$ cat config.mk
export PLATFORM = sky130hd
export DESIGN_NAME = audio_out_stage
export DESIGN_NICKNAME = d
export VERILOG_FILES = /design/src/rtl/audio_out_stage.sv
export SDC_FILE = /design/constraint.sdc
export NUM_CORES = 1
export LEC_CHECK = 0
export ABC_AREA = 0
export BUFFER_PORTS_ARGS = -buffer_cell sky130_fd_sc_hd__buf_4
export CAP_MARGIN = 30
export CORE_MARGIN = 8
export CORE_UTILIZATION = 30
export DETAILED_ROUTE_END_ITERATION = 8
export GPL_ROUTABILITY_DRIVEN = 0
export HOLD_SLACK_MARGIN = 0.12
export PLACE_DENSITY_LB_ADDON = 0.12
export REMOVE_ABC_BUFFERS = 1
export SLEW_MARGIN = 25
export SYNTH_ARGS = -nofsm -noshare
export SYNTH_HDL_FRONTEND = slang
export SYNTH_SLANG_ARGS = --single-unit
export TNS_END_PERCENT = 100
$ cat constraint.sdc
create_clock -name clk_sys -period 7.1 [get_ports clk_sys]
set_input_delay 1.42 -clock clk_sys [delete_from_list [all_inputs] [get_ports clk_sys]]
set_output_delay 1.42 -clock clk_sys [all_outputs]
set_load 0.01 [all_outputs]
$ cat src/rtl/audio_out_stage.sv
// Final audio conditioning stage: optional DC blocker, click-free soft mute/unmute
// gain ramp and signed-to-offset-binary conversion for the sigma-delta DAC.
module audio_out_stage #(
    parameter int HOLD_TICKS = 8388608,
    parameter int RAMP_DIV   = 256,
    parameter int DC_EN      = 1,
    parameter int DC_SHIFT   = 10
) (
    input  logic        clk_sys,
    input  logic        reset,
    input  logic        ce,
    input  logic        mute,
    input  logic [15:0] in_l,
    input  logic [15:0] in_r,
    output logic [15:0] out_l,
    output logic [15:0] out_r,
    output logic        out_valid,
    output logic        muted,
    output logic [1:0]  dbg_state,
    output logic [8:0]  dbg_gain
);

    localparam int HW = $clog2(HOLD_TICKS + 1);
    localparam int RW = $clog2(RAMP_DIV + 1);
    localparam logic [HW-1:0] HOLD_LAST = HW'(HOLD_TICKS - 1);
    localparam logic [RW-1:0] RAMP_LAST = RW'(RAMP_DIV - 1);

    typedef enum logic [1:0] {
        ST_MUTED     = 2'd0,
        ST_RAMP_UP   = 2'd1,
        ST_UNMUTED   = 2'd2,
        ST_RAMP_DOWN = 2'd3
    } state_t;

    state_t          state, state_nxt;
    logic [8:0]      gain, gain_nxt;
    logic [HW-1:0]   hold_cnt, hold_nxt;
    logic [RW-1:0]   ramp_cnt, ramp_nxt;
    logic            ramp_wrap;

    logic signed [15:0] x_l, x_r, xp_l, xp_r, d1_l, d1_r;
    logic signed [17:0] yp_l, yp_r, y_l, y_r;
    logic signed [23:0] p_l, p_r;
    logic [15:0]        s_l, s_r;

    function automatic logic signed [17:0] dc_filter(input logic signed [15:0] x,
                                                     input logic signed [15:0] xp,
                                                     input logic signed [17:0] yp);
        logic signed [17:0] xe;
        logic signed [17:0] xpe;
        xe  = {{2{x[15]}}, x};
        xpe = {{2{xp[15]}}, xp};
        return xe - xpe + yp - (yp >>> DC_SHIFT);
    endfunction

    function automatic logic signed [15:0] sat16(input logic signed [17:0] y);
        if (y > 18'sd32767)       return 16'sh7FFF;
        else if (y < -18'sd32768) return 16'sh8000;
        else                      return y[15:0];
    endfunction

    // out_valid is a one-cycle strobe with no backpressure: out_l/out_r are
    // stable from that cycle until the next ce edge.
    assign muted     = (state == ST_MUTED) || (state == ST_RAMP_UP);
    assign dbg_state = state;
    assign dbg_gain  = gain;
    assign ramp_wrap = (ramp_cnt == RAMP_LAST);

    always_comb begin
        state_nxt = state;
        gain_nxt  = gain;
        hold_nxt  = hold_cnt;
        ramp_nxt  = ramp_cnt;
        case (state)
            ST_MUTED: begin
                gain_nxt = 9'd0;
                if (mute) begin
                    hold_nxt = '0;
                end else if (hold_cnt == HOLD_LAST) begin
                    state_nxt = ST_RAMP_UP;
                    hold_nxt  = '0;
                    ramp_nxt  = '0;
                end else begin
                    hold_nxt = hold_cnt + HW'(1);
                end
            end
            ST_RAMP_UP: begin
                // A mute edge wins over a coincident ramp wrap: no gain step.
                if (mute) begin
                    state_nxt = ST_RAMP_DOWN;
                    ramp_nxt  = '0;
                end else if (ramp_wrap) begin
                    ramp_nxt = '0;
                    if (gain >= 9'd255) begin
                        gain_nxt  = 9'd256;
                        state_nxt = ST_UNMUTED;
                    end else begin
                        gain_nxt = gain + 9'd1;
                    end
                end else begin
                    ramp_nxt = ramp_cnt + RW'(1);
                end
            end
            ST_UNMUTED: begin
                if (mute) begin
                    state_nxt = ST_RAMP_DOWN;
                    ramp_nxt  = '0;
                end
            end
            ST_RAMP_DOWN: begin
                if (!mute) begin
                    state_nxt = ST_RAMP_UP;
                    ramp_nxt  = '0;
                end else if (ramp_wrap) begin
                    ramp_nxt = '0;
                    if (gain <= 9'd1) begin
                        gain_nxt  = 9'd0;
                        state_nxt = ST_MUTED;
                        hold_nxt  = '0;
                    end else begin
                        gain_nxt = gain - 9'd1;
                    end
                end else begin
                    ramp_nxt = ramp_cnt + RW'(1);
                end
            end
            default: begin
                state_nxt = ST_MUTED;
                gain_nxt  = 9'd0;
                hold_nxt  = '0;
                ramp_nxt  = '0;
            end
        endcase
    end

    assign x_l = in_l;
    assign x_r = in_r;
    assign y_l = dc_filter(x_l, xp_l, yp_l);
    assign y_r = dc_filter(x_r, xp_r, yp_r);

    // Multiply uses the registered gain, so a gain step lands on the next sample.
    assign p_l = 24'(d1_l) * 24'($signed({1'b0, gain}));
    assign p_r = 24'(d1_r) * 24'($signed({1'b0, gain}));
    assign s_l = 16'(p_l >>> 8);
    assign s_r = 16'(p_r >>> 8);

    always_ff @(posedge clk_sys) begin
        if (reset) begin
            state     <= ST_MUTED;
            gain      <= 9'd0;
            hold_cnt  <= '0;
            ramp_cnt  <= '0;
            xp_l      <= '0;
            xp_r      <= '0;
            yp_l      <= '0;
            yp_r      <= '0;
            d1_l      <= '0;
            d1_r      <= '0;
            out_l     <= 16'h8000;
            out_r     <= 16'h8000;
            out_valid <= 1'b0;
        end else begin
            out_valid <= ce;
            if (ce) begin
                state    <= state_nxt;
                gain     <= gain_nxt;
                hold_cnt <= hold_nxt;
                ramp_cnt <= ramp_nxt;
                xp_l     <= x_l;
                xp_r     <= x_r;
                yp_l     <= y_l;
                yp_r     <= y_r;
                d1_l     <= (DC_EN != 0) ? sat16(y_l) : x_l;
                d1_r     <= (DC_EN != 0) ? sat16(y_r) : x_r;
                out_l    <= {~s_l[15], s_l[14:0]};
                out_r    <= {~s_r[15], s_r[14:0]};
            end
        end
    end

endmodule

# Yosys cells after proc, flatten, opt, wreduce, memory -nomap -nowiden
# Index checks and enable logic that the tools add are counted.
# Widths: inputs -> output; s select.
[word_totals]
reg_bits = 177
latch_bits = 0
ramBits = 0
mem_bits_ro = 0
inputBits = 36
output_inout_bits = 45
wordCells = 92
mem_count = 0
[op_classes]
n_addsub = 10
n_mul = 2
div_mod_pow = 0
n_lt_le_gt_ge = 6
eq_ne = 17
shift = 0
muxes = 34
n_bitwise = 2
n_reduce_logical = 8
[op_table]
columns = ["cell", "count"]
rows = [
  ["$mux 24", 5],
  ["$mux 9", 12],
  ["$mux 16", 4],
  ["$mul 16x10->24", 2],
  ["$pmux 24 s2", 1],
  ["$add 17x18->18", 2],
  ["$gt 18x16->1 const B", 2],
  ["$lt 18x16->1 const B", 2],
  ["$pmux 9 s4", 1],
  ["$sub 18x8->18", 2],
  ["$sub 16x16->17", 2],
  ["$pmux 9 s3", 1],
  ["$add 24x1->24 const B", 1],
  ["$eq 24x23->1 const B", 1],
  ["$add 9x1->9 const B", 2],
  ["$mux 2", 9],
  ["$ne 2x2->1 const B", 7],
  ["$eq 9x8->1 const B", 1],
  ["$ge 9x8->1 const B", 1],
  ["$le 9x1->1 const B", 1],
  ["$ne 3x3->1 const B", 3],
  ["$sub 9x1->9 const B", 1],
  ["$pmux 2 s4", 1],
  ["$reduce_and 8->1", 1],
  ["other kinds (12)", 14],
]

# Logic depth before layout (Yosys ltp)
# Gate-level depths: netlist of the first run.
[logic_depth]
word_depth = 6
mapped_depth = 22
depth_no_buf = 20

# Worst setup path after synthesis of the first run
# No wires, ideal clock.
[synth_timing]
kind = "reg-to-reg"
from = "reg gain[3], in the netlist dbg_gain[3]"
to = "reg out_l[14]"
setup_ps = 117
arrival_time_ps = 5940
required_ps = 6983
slack_ps = 1043
stages_incl_launch_ff = 21
path_buffers = 2
synth_period_minus_slack_ps = 6057
path_cell_list = "dfxtp_1 -> clkbuf_1 -> clkbuf_1 -> nand2_1 -> fa_1 -> inv_1 -> fa_1 -> fa_1 -> fa_1 -> inv_1 -> fa_1 -> inv_1 -> ha_1 -> a21o_1 -> a21o_1 -> and2_1 -> or4_1 -> o211ai_1 -> a31oi_1 -> or3_1 -> a32o_1"
[synth_via]
elab_chain_cells = 1
[synth_rtl]
columns = ["item", "line", "text"]
rows = [
  ["start, declared", "36", "logic [8:0] gain, gain_nxt;"],
  ["start signal, assigned", "166", "gain <= gain_nxt;"],
  ["$mul 16x10->24", "142", "assign p_l = 24'(d1_l) * 24'($signed({1'b0, gain}));"],
  ["end signal, assigned", "175", "out_l <= {~s_l[15], s_l[14:0]};"],
  ["end, declared", "15", "output logic [15:0] out_l,"],
]
# No other way between the ends.
# A chain may end at the register's enable or synchronous reset.

# Worst setup path in the final report of the first run
[layout_timing]
from = "reg gain[5], in the netlist dbg_gain[5]"
to = "reg out_l[14]"
# The elaborated chain is that of the path after synthesis.

==> results of run 1 <==
## per-layer routing
layer  global-route usage (%)  up-vias
li1                         -     7491
met1                    19.87     7761
met2                    23.97      180
met3                    2.342       36
met4                    3.239        0
met5                        0        -
## through the flow
| stage | power [mW] | cells | hold slack (ns) |
|---|---|---|---|
| finish | 7.838 | 3235 | 0.4643 |
| global route | 8.684 | 3235 | 0.4900 |
| CTS | 7.945 | 3235 | 0.4693 |
| detailed placement | 6.878 | 3203 | 0.4577 |
| global placement | 6.824 | 3203 | 0.4535 |
| floorplan | 5.261 | 2220 | 0.4340 |
## worst min-delay path by stage
stage	from	endpoint	cells past startpoint
floorplan	hold_cnt[16]	hold_cnt[16]	2
global placement	ramp_cnt[8]	ramp_cnt[8]	1
detailed placement	ramp_cnt[8]	ramp_cnt[8]	1
CTS	ramp_cnt[8]	ramp_cnt[8]	1
global route	ramp_cnt[8]	ramp_cnt[8]	1
finish	ramp_cnt[8]	ramp_cnt[8]	1
## power by group through the flow
| stage | registers, mW | logic (mW) | clock network, mW |
|---|---|---|---|
| finish | 1.48 | 5.33 | 1.02 |
| global route | 1.52 | 6.07 | 1.10 |
| CTS | 1.49 | 5.38 | 1.07 |
| detailed placement | 1.52 | 5.36 | 0 |
| global placement | 1.51 | 5.31 | 0 |
| floorplan | 1.36 | 3.90 | 0 |
## flip-flops by register name (all words and copies together) (netlist names)
name,cells
d1_l,16
d1_r,16
dbg_gain,9
dbg_state,2
hold_cnt,24
out_l,16
out_r,16
out_valid,1
ramp_cnt,9
xp_l,16
xp_r,16
yp_l,18
yp_r,18
## cell usage after synthesis (all sizes together), types with 4 or more instances
cell / n / area (sq um)
nor2: 180 / 675.7
o21a: 17 / 127.6
nor4: 6 / 43.79
inv: 400 / 1501
xor2: 27 / 236.5
xnor2: 50 / 437.9
fa: 296 / 5926
nand3b: 5 / 37.54
ha: 146 / 1827
buf: 27 / 113.9
mux2i: 67 / 670.6
o311ai: 19 / 166.4
and2: 165 / 1035
o211ai: 7 / 57.55
a21oi: 70 / 350.3
nand2b: 9 / 56.30
or2: 10 / 62.56
a31oi: 23 / 143.9
o31ai: 7 / 52.55
o21bai: 5 / 37.54
nor3: 43 / 215.2
nor3b: 4 / 35.03
nand4: 8 / 50.05
dfxtp: 177 / 3543
or3: 11 / 68.82
clkbuf: 97 / 364.1
a21o: 22 / 165.2
and3: 14 / 87.58
a21boi: 5 / 37.53
and4: 8 / 70.07
nand2: 219 / 822.0
nor2b: 13 / 81.33
nand3: 34 / 170.2
o21ai: 47 / 239.0
o2111ai: 4 / 35.03
a31o: 4 / 35.03
o22ai: 6 / 37.54
a211oi: 35 / 262.8
a22oi: 6 / 45.04
## kinds of logic after synthesis
group | count (synthesis) | share of synthesized area, %
xor+xnor | 77 | 3.307
compound gates | 314 | 10.48
mux | 68 | 3.344
flops | 177 | 17.38
simple gates | 740 | 17.74
buf+inv | 526 | 9.743
fa+ha+maj | 442 | 38.01
## area by class of cell
class	count	area (sq um)
Clock buffer	17	425.4
Timing Repair Buffer	110	833.3
Fill cell	7079	44830
Tap cell	873	1092
Inverter	402	1509
Sequential cell	177	3543
Clock inverter	15	182.7
Multi-Input combinational cell	1641	14860
==> impl_results.md, run 1 <==
* Status: completed
* Commonest non-fill, non-tap cells in the layout: 400 x inv_1, 296 x fa_1, 219 x nand2_1, 180 x nor2_1, 177 x dfxtp_1
* Critical Path AT at 6.67 ns
* Syn avg cell area at 8.700 sq um
* Switching Fraction at 51.72%
* Clock Sinks at 177
* Crit path to: out_l[14]
* Min Tclk post-route at 6.288 ns
* Resized cells post-CTS at 0
* CTS Buf Count at 17
* Drt initial violations at 708
* Die height at 276.7 um
* Nets at 2827
* Number of synthesized flops with an enable pin at 0
* Drc violations at 0
* Most frequent CP cell: fa_1
* CP bufs+invs at 3
* Post-DP HPWL at 42.59 mm
* Register area share after synthesis at 17.38%
* Int Pwr at 3.784 mW
* Fin Clk Skew at 0.01501 ns
* Total gr overflow at 0
* Slowest stage delay, CP at 0.69 ns
* Comb power frac at 68.1%
* Cells on worst reg2reg path at 18
* Ys Warns at 0
* Worst VDD drop at 303.4 uV
* Routed length on met1 at 26.35 mm
* Layout area overhead at 10.08%
* Ys async rst share at 0%
* Final Core Density at 33.37%
* Worst Tran Pin Value at 0.9958 ns
* HP Class: flip-flop to flip-flop
* Largest net degree at the start of global routing at 74
* Tcrit/Tclk final at 88.56%
* DIE AREA at 76580 sq um
* CTS tree: yes
* Cells after Synth at 2344
* Clock network power share at 13.0%
* Core area at 67280 sq um
* Seq pwr share at 18.9%
* Worst flop-to-flop path endpoint: out_l[14]
* Critical Path RT at 7.49 ns
* Synth cell types at 77
* Clock Tree Buf Depth at 2
* Final WS setup at 0.8125 ns
* Initial antenna violation count at 0
* Top Metal Used: met4
* Setup TNS at 0 ns
* First-pass GRT wire length at 89.30 mm
* Routed Antenna Nets at 0
* Met3 WL post-DR at 1.636 mm
* Slowest cell on crit path: dfxtp_1
* IO Port Bufs at 80
* Setup violations, final at 0
* Worst-path fanout max at 16
* Initial Util at 30.31%
* Total Routing Usage GR at 14.53%
* WL/cell at 16.72 um
* H-tree depth at 4
* Design area at 22450 sq um
* FF+latch count, synth at 177
* CP endpoint kind: flip-flop
* Vias at 15470
* Max_cap viols at 0
* Reg clk slew, reported paths at 0.08 ns
* Final hold viol count at 0
* Share of cells above drive strength 1 at 7.028%
* PwrDens at 349.1 nW/um^2
* Critical path type: flip-flop to flip-flop
* Max-slew headroom at 33.21%
* R2R Setup Slk at 0.81 ns
* Hold buffers post-CTS at 0
* Metal2 WL at 25.40 mm
* Main synth FF type: dfxtp_1
* Synth Cell Area at 20390 sq um
* DP Area at 21840 sq um
* Die X-Extent at 276.7 um
* CP startpoint kind: flip-flop
* Slew Limit Fails at 0
* CTS Root Cell: clkbuf_16
* Pleak at 11.06 nW
* Fmax at 0.1590 GHz
* Post-Route WL at 54.11 mm
* Commonest non-fill, non-tap cell in the layout: inv_1
* Levels on crit path at 18
* Worst r2r src: dbg_gain[5]
* Vias per cell at 4.781
* Post-CTS setup buffer count at 0
* Top delay family on crit path: adder cells
* Setup Slack @ Placement at 0.7549 ns
* Antenna cells at 0
* Worst path cell trace: buf_4 > and2_1 > fa_1 > fa_1 > fa_1 > fa_1 > inv_1 > fa_1 > inv_1 > ha_1 > a21o_1 > a21o_1 > and2_1 > or4_1 > o211ai_1 > a31oi_1 > or3_1 > a32o_1
* Clk Latency, worst-skew pair at 0.49 ns
* I/O pin total at 81
* Net Sw Power at 4.053 mW
* Vias in the first global route at 16400
* Rows at 95
* Drt pass-1 iters at 5
* Crit path from: dbg_gain[5]
* RSZ-0062 raised after global routing: no
Note: power is estimated with default switching activity, not from simulation.
==> inputs of run 2 (changes only) <==
==> constraint.sdc (replaced) <==
create_clock -name clk_sys -period 5.5 [get_ports clk_sys]
set_input_delay 1.1 -clock clk_sys [delete_from_list [all_inputs] [get_ports clk_sys]]
set_output_delay 1.1 -clock clk_sys [all_outputs]
set_load 0.01 [all_outputs]
==> run 2 against run 1 <==
Net effect:
- sequential share of layout area is 0.85 points lower
- via count is 3.4% higher
- maximum frequency up 16%
- utilization grew 2.4 points
- global-route usage is 0.55 points higher
- non-clock buffer count is 146 higher
- wire length rose by 5.0%
- power up 42%
- die area unchanged
- clock skew grew 0.0013 ns
- critical path type unchanged
- largest power group unchanged
==> impl_results.md, run 2 (synthesized netlist as in run 1, its figures left out) <==
* Slew Limit Fails at 0 (unchanged)
* Vias at 16000 (+3.4%)
* Clk Latency, worst-skew pair at 0.49 ns (about the same)
* Core area at 67280 sq um (unchanged)
* DP Area at 22780 sq um (+4.3%)
* IO Port Bufs at 80 (unchanged)
* Commonest non-fill, non-tap cells in the layout: 390 x inv_1, 290 x fa_1, 232 x buf_4, 211 x nand2_1, 180 x nor2_1
* Design area at 24040 sq um (+7.1%)
* Crit path from: dbg_gain[5]
* Worst-path fanout max at 6 (-10)
* Clock Tree Buf Depth at 2 (unchanged)
* Worst r2r src: dbg_gain[5]
* Status: completed
* Nets at 2973 (+5.2%)
* Critical Path RT at 5.89 ns (-1.60 ns)
* CP endpoint kind: flip-flop
* Drt pass-1 iters at 5 (unchanged)
* Worst flop-to-flop path endpoint: out_l[14]
* Clock Sinks at 177 (unchanged)
* Max FFs per register at 24 (unchanged)
* R2R Setup Slk at 0.07 ns (-0.75 ns)
* Commonest non-fill, non-tap cell in the layout: inv_1
* PwrDens at 463.0 nW/um^2 (+33%)
* WL/cell at 16.79 um (+0.40%)
* Drt initial violations at 788 (+11%)
* Drc violations at 0 (unchanged)
* Rows at 95 (unchanged)
* Layout Cells excl Fill at 3383 (+4.6%)
* Cells on worst reg2reg path at 18 (unchanged)
* Total power at 11.13 mW (+42%)
* Setup TNS at 0 ns (unchanged)
* H-tree depth at 4 (unchanged)
* HP Class: flip-flop to flip-flop
* Biggest regs: hold_cnt (24), yp_l (18), yp_r (18)
* Vias in the first global route at 16830 (+2.6%)
* Tcrit/Tclk final at 98.78% (+10 points)
* Layout area overhead at 17.87%
* Vias per cell at 4.728 (-1.1%)
* CTS tree: yes
* Fill cell count at 6995 (-1.2%)
* Critical path type: flip-flop to flip-flop
* Total Routing Usage GR at 15.08% (+0.55 points)
* Worst VDD drop at 455.4 uV (+50%)
* I/O pin total at 81 (unchanged)
* CTS Buf Count at 17 (unchanged)
* Hold buffers post-CTS at 0 (unchanged)
* First-pass GRT wire length at 92.94 mm (+4.1%)
* Routed Antenna Nets at 0 (unchanged)
* CP startpoint kind: flip-flop
* CTS Root Cell: clkbuf_16
* Total gr overflow at 0 (unchanged)
* Die height at 276.7 um (unchanged)
* Fin Clk Skew at 0.01630 ns (+0.001295 ns)
* Critical Path AT at 5.82 ns (-0.85 ns)
* Min Tclk post-route at 5.433 ns (-0.8549 ns)
* Die X-Extent at 276.7 um (unchanged)
* Initial Util at 30.31% (unchanged)
* Max_cap viols at 0 (unchanged)
* Post-Route WL at 56.81 mm (+5.0%)
* Initial antenna violation count at 0 (unchanged)
* Crit path to: out_l[14]
* Reg clk slew, reported paths at 0.08 ns (about the same)
* Post-DP HPWL at 45.31 mm (+6.4%)
* DIE AREA at 76580 sq um (unchanged)
* Pleak at 11.84 nW (+7.0%)
* Biggest register: hold_cnt
* Fmax at 0.1841 GHz (+16%)
* RSZ-0062 raised after global routing: yes
* Max-slew headroom at 39.07% (+5.9 points)
* Final hold viol count at 0 (unchanged)
* Largest net degree at the start of global routing at 62 (-16%)
* Worst Tran Pin Value at 0.9063 ns (-0.08954 ns)
* Final Core Density at 35.73% (+2.4 points)
* Setup violations, final at 0 (unchanged)
* Placed Instances at 3326 (+3.8%)
* Share of cells above drive strength 1 at 15.55% (+8.5 points)
-- run 2: cell type report --
cell class	instances	area, sq um	area share (%)
flip-flops and latches	177	3590	14.93
repair buffers	256	2085	8.672
clock buffers	17	425.4	1.770
multi-input cells	1641	15160	63.07
diodes	2	5.005	0.02082
inverters	402	1509	6.277
clock inverters	15	170.2	0.7079
well taps	873	1092	4.544
-- run 2: through the flow --
stage	worst slack, ns	hold WS, ns
2_1_floorplan	-0.6275	0.4340
3_3_place_gp	-0.1944	0.4496
3_5_place_dp	-0.2267	0.4525
4_1_cts	-0.04141	0.4635
5_1_grt	-0.08179	0.4761
6_report	0.06733	0.4587
-- run 2: repair_timing --
item,4_1_cts,5_1_grt
cloned,0,2
setup buffers,1,20
gates resized for setup,59,67
pin swaps,46,36
setup endpoints to repair,12,25
-- run 2: critical path: stages (launching register included) --
cell      delay (ns)
dfxtp_4         0.37
and2_4          0.14
fa_1            0.51
fa_1            0.52
fa_1            0.52
fa_1            0.56
inv_2           0.04
fa_1            0.50
inv_1           0.04
ha_2            0.18
a21o_1          0.17
a21o_1          0.16
and2_4          0.16
or4_4           0.43
o211ai_1        0.18
buf_4           0.17
a31oi_4         0.09
or3_1           0.32
a32o_1          0.26
-- run 2: where the power goes --
group | switching, mW | total [mW] | internal [mW]
logic | 4.73 | 8.06 | 3.33
registers | 0.256 | 1.78 | 1.52
clock network | 0.650 | 1.30 | 0.645
-- run 2: layer usage --
metal / global-route usage, % / up-vias / wire [um]
li1: - / 7785 / -
met1: 20.11 / 7987 / 27170
met2: 25.47 / 191 / 27240
met3: 2.822 / 32 / 1766
met4: 2.822 / 0 / 639
met5: 0 / - / 0
-- run 2: worst min path at each step --
stage / from / end / slack [ns] / depth (start not counted)
6_report: out_r[14] / out_r[14] / 0.46 / 2
5_1_grt: ramp_cnt[8] / ramp_cnt[8] / 0.48 / 1
4_1_cts: out_r[14] / out_r[14] / 0.46 / 2
3_5_place_dp: out_r[14] / out_r[14] / 0.45 / 2
3_3_place_gp: ramp_cnt[8] / ramp_cnt[8] / 0.45 / 1
2_1_floorplan: hold_cnt[16] / hold_cnt[16] / 0.43 / 2
==> inputs of run 3 (changes only) <==
--- a/config.mk
+++ b/config.mk
@@ -9,7 +9,7 @@
 export BUFFER_PORTS_ARGS = -buffer_cell sky130_fd_sc_hd__buf_4
 export CAP_MARGIN = 30
 export CORE_MARGIN = 8
-export CORE_UTILIZATION = 30
+export CORE_UTILIZATION = 25
 export DETAILED_ROUTE_END_ITERATION = 8
 export GPL_ROUTABILITY_DRIVEN = 0
 export HOLD_SLACK_MARGIN = 0.12
==> run 3 against run 2 <==
Net effect:
- wire length is 3.4% higher
- sequential share of layout area is 0.055 points lower
- clock skew rose by 0.0029 ns
- utilization shrank 5.9 points
- combinational power down 4.6%
- count of clock-buffer cells in the layout rose by 3
- non-clock buffer count down 20
- via count fell by 0.98%
- sequential cell count is the same
- critical path type unchanged
- largest cell class unchanged
- highest routed layer unchanged
==> impl_results.md, run 3 (synthesized netlist as in run 1, its figures left out) <==
* Largest net degree at the start of global routing at 62 (unchanged)
* I/O pin total at 81 (unchanged)
* Core area at 80680 sq um (+20%)
* CP startpoint kind: flip-flop
* First-pass GRT wire length at 95.02 mm (+2.2%)
* Drt pass-1 iters at 5 (unchanged)
* Drt initial violations at 759 (-3.7%)
* PwrDens at 446.0 nW/um^2 (-3.7%)
* Layout area overhead at 17.90% (about the same)
* WL/cell at 16.57 um (-1.3%)
* Total Routing Usage GR at 13.36% (-1.7 points)
* Max-slew headroom at 44.89% (+5.8 points)
* Slew Limit Fails at 0 (unchanged)
* CTS tree: yes
* Vias per cell at 4.467 (-5.5%)
* Biggest regs: hold_cnt (24), yp_l (18), yp_r (18)
* Die height at 301.6 um (+9.0%)
* Rows at 104 (+9.5%)
* Setup violations, final at 0 (unchanged)
* Fin Clk Skew at 0.01918 ns (+0.002881 ns)
* Vias in the first global route at 17010 (+1.1%)
* Worst VDD drop at 417.6 uV (-8.3%)
* Switching Fraction at 50.76% (+0.17 points)
* Fmax at 0.1842 GHz (about the same)
* Commonest non-fill, non-tap cells in the layout: 395 x inv_1, 291 x fa_1, 215 x nand2_1, 214 x buf_4, 180 x nor2_1
* Min Tclk post-route at 5.428 ns (-0.005087 ns)
* Initial antenna violation count at 1 (+1)
* Int Pwr at 5.280 mW (-4.0%)
* Comb power frac at 71.7% (-0.7 points)
* Critical path type: flip-flop to flip-flop
* Final hold viol count at 0 (unchanged)
* Nets at 2953 (-0.67%)
* Clock network power share at 11.4% (-0.2 points)
* Drc violations at 0 (unchanged)
* R2R Setup Slk at 0.07 ns (about the same)
* Critical Path AT at 5.81 ns (about the same)
* Worst-path fanout max at 5 (-1)
* IO Port Bufs at 80 (unchanged)
* Die X-Extent at 301.6 um (+9.0%)
* Final Core Density at 29.80% (-5.9 points)
* Max FFs per register at 24 (unchanged)
* Post-Route WL at 58.75 mm (+3.4%)
* Clk Latency, worst-skew pair at 0.50 ns (about the same)
* Cells on worst reg2reg path at 17 (-1)
* Total power at 10.72 mW (-3.7%)
* Area of the multi-input gates at 15120 sq um (-0.28%)
* DIE AREA at 90970 sq um (+19%)
* Tcrit/Tclk final at 98.68% (about the same)
* Net Sw Power at 5.443 mW (-3.3%)
* Setup TNS at 0 ns (unchanged)
* CP endpoint kind: flip-flop
* CTS Root Cell: clkbuf_16
* Fill cell count at 8585 (+23%)
* Antenna cells at 0 (-2)
* Reg area at 3577 sq um (-0.35%)
* Critical Path RT at 5.88 ns (about the same)
* Max_cap viols at 0 (unchanged)
* Design area at 24040 sq um (about the same)
* DP Area at 23030 sq um (+1.1%)
* Seq pwr share at 16.8% (+0.8 points)
* Biggest register: hold_cnt
* Commonest non-fill, non-tap cell in the layout: inv_1
* Initial Util at 25.28% (-5.0 points)
* Routed Antenna Nets at 0 (unchanged)
* Total gr overflow at 0 (unchanged)
* Vias at 15840 (-0.98%)
* CTS Buf Count at 17 (unchanged)
* Post-DP HPWL at 47.56 mm (+5.0%)
* Share of cells above drive strength 1 at 14.00% (-1.6 points)
* RSZ-0062 raised after global routing: yes
* HP Class: flip-flop to flip-flop
* Clock Tree Buf Depth at 2 (unchanged)
* Worst Tran Pin Value at 0.8245 ns (-0.08175 ns)
* Hold depth at 1 (-1)
* Clock Sinks at 177 (unchanged)
* Status: completed
* Reg clk slew, reported paths at 0.07 ns (about the same)
* H-tree depth at 4 (unchanged)
* Pleak at 11.75 nW (-0.74%)
## run 3: cell types whose count changed in the layout (fill, tap and decap cells not counted), moves of 5 or more
cell      before  now
and2_4         8    3
inv_6          5    0
and2_1       157  162
dfxtp_4       10    5
inv_1        390  395
clkinv_2       0    5
dfxtp_2        7   12
nand2_2        8    3
buf_4        232  214
inv_2         11    6
buf_12         3    8
## run 3: per-layer routing
| metal | global-route usage, % | vias to the layer above | wire length (um) |
|---|---|---|---|
| li1 | - | 7746 | - |
| met1 | 18.13 | 7845 | 28720 |
| met2 | 21.47 | 198 | 26710 |
| met3 | 2.782 | 50 | 2125 |
| met4 | 3.552 | 0 | 1195 |
| met5 | 0 | - | 0 |
## run 3: layout make-up
type                            count  share of cell area (%)
Clock inverter                     10                  0.3643
Sequential cell                   177                   14.88
Timing Repair Buffer              236                   8.139
Tap cell                         1060                   5.516
Multi-Input combinational cell   1641                   62.88
Inverter                          402                   6.276
Clock buffer                       20                   1.941
## run 3: through the flow
step / setup WS [ns] / hold WS, ns / std cells
floorplan: -0.6275 / 0.4340 / 2220
global placement: -0.2010 / 0.4514 / 3504
detailed placement: -0.2305 / 0.4573 / 3504
CTS: -0.0004436 / 0.4673 / 3540
global route: -0.09747 / 0.4912 / 3546
finish: 0.07242 / 0.4644 / 3546
## run 3: path summary, 6_finish.rpt
check                            startpoint     endpoint
worst max-delay path                d1_l[5]    out_l[14]
worst max register to register      d1_l[5]    out_l[14]
worst min register to register  ramp_cnt[8]  ramp_cnt[8]
worst min-delay path            ramp_cnt[8]  ramp_cnt[8]
## run 3: power by group through the flow
stage	sequential (mW)	combinational, mW	clock, mW
4_1_cts	1.81	7.78	1.30
3_3_place_gp	1.84	7.65	0
5_1_grt	1.85	8.69	1.34
2_1_floorplan	1.76	5.03	0
3_5_place_dp	1.83	7.74	0
6_report	1.81	7.69	1.23
## run 3: critical path, stage by stage, from the launching register on
cell	delay, ns
dfxtp_2	0.35
and2_1	0.19
fa_2	0.59
fa_1	0.44
fa_2	0.41
fa_1	0.54
inv_1	0.06
fa_1	0.53
inv_1	0.07
ha_4	0.22
a21o_1	0.15
a21o_1	0.16
and2_4	0.16
or4_4	0.42
o211ai_1	0.25
a31oi_1	0.16
or3_1	0.34
a32o_2	0.28
## run 3: repair_timing
action | 4_1_cts | 5_1_grt
endpoints found under the setup margin | 16 | 22
hold buffers | 0 | 0
buffers inserted | 5 | 7
resized for setup | 38 | 54
pin swaps | 18 | 39
gates cloned | 1 | 0
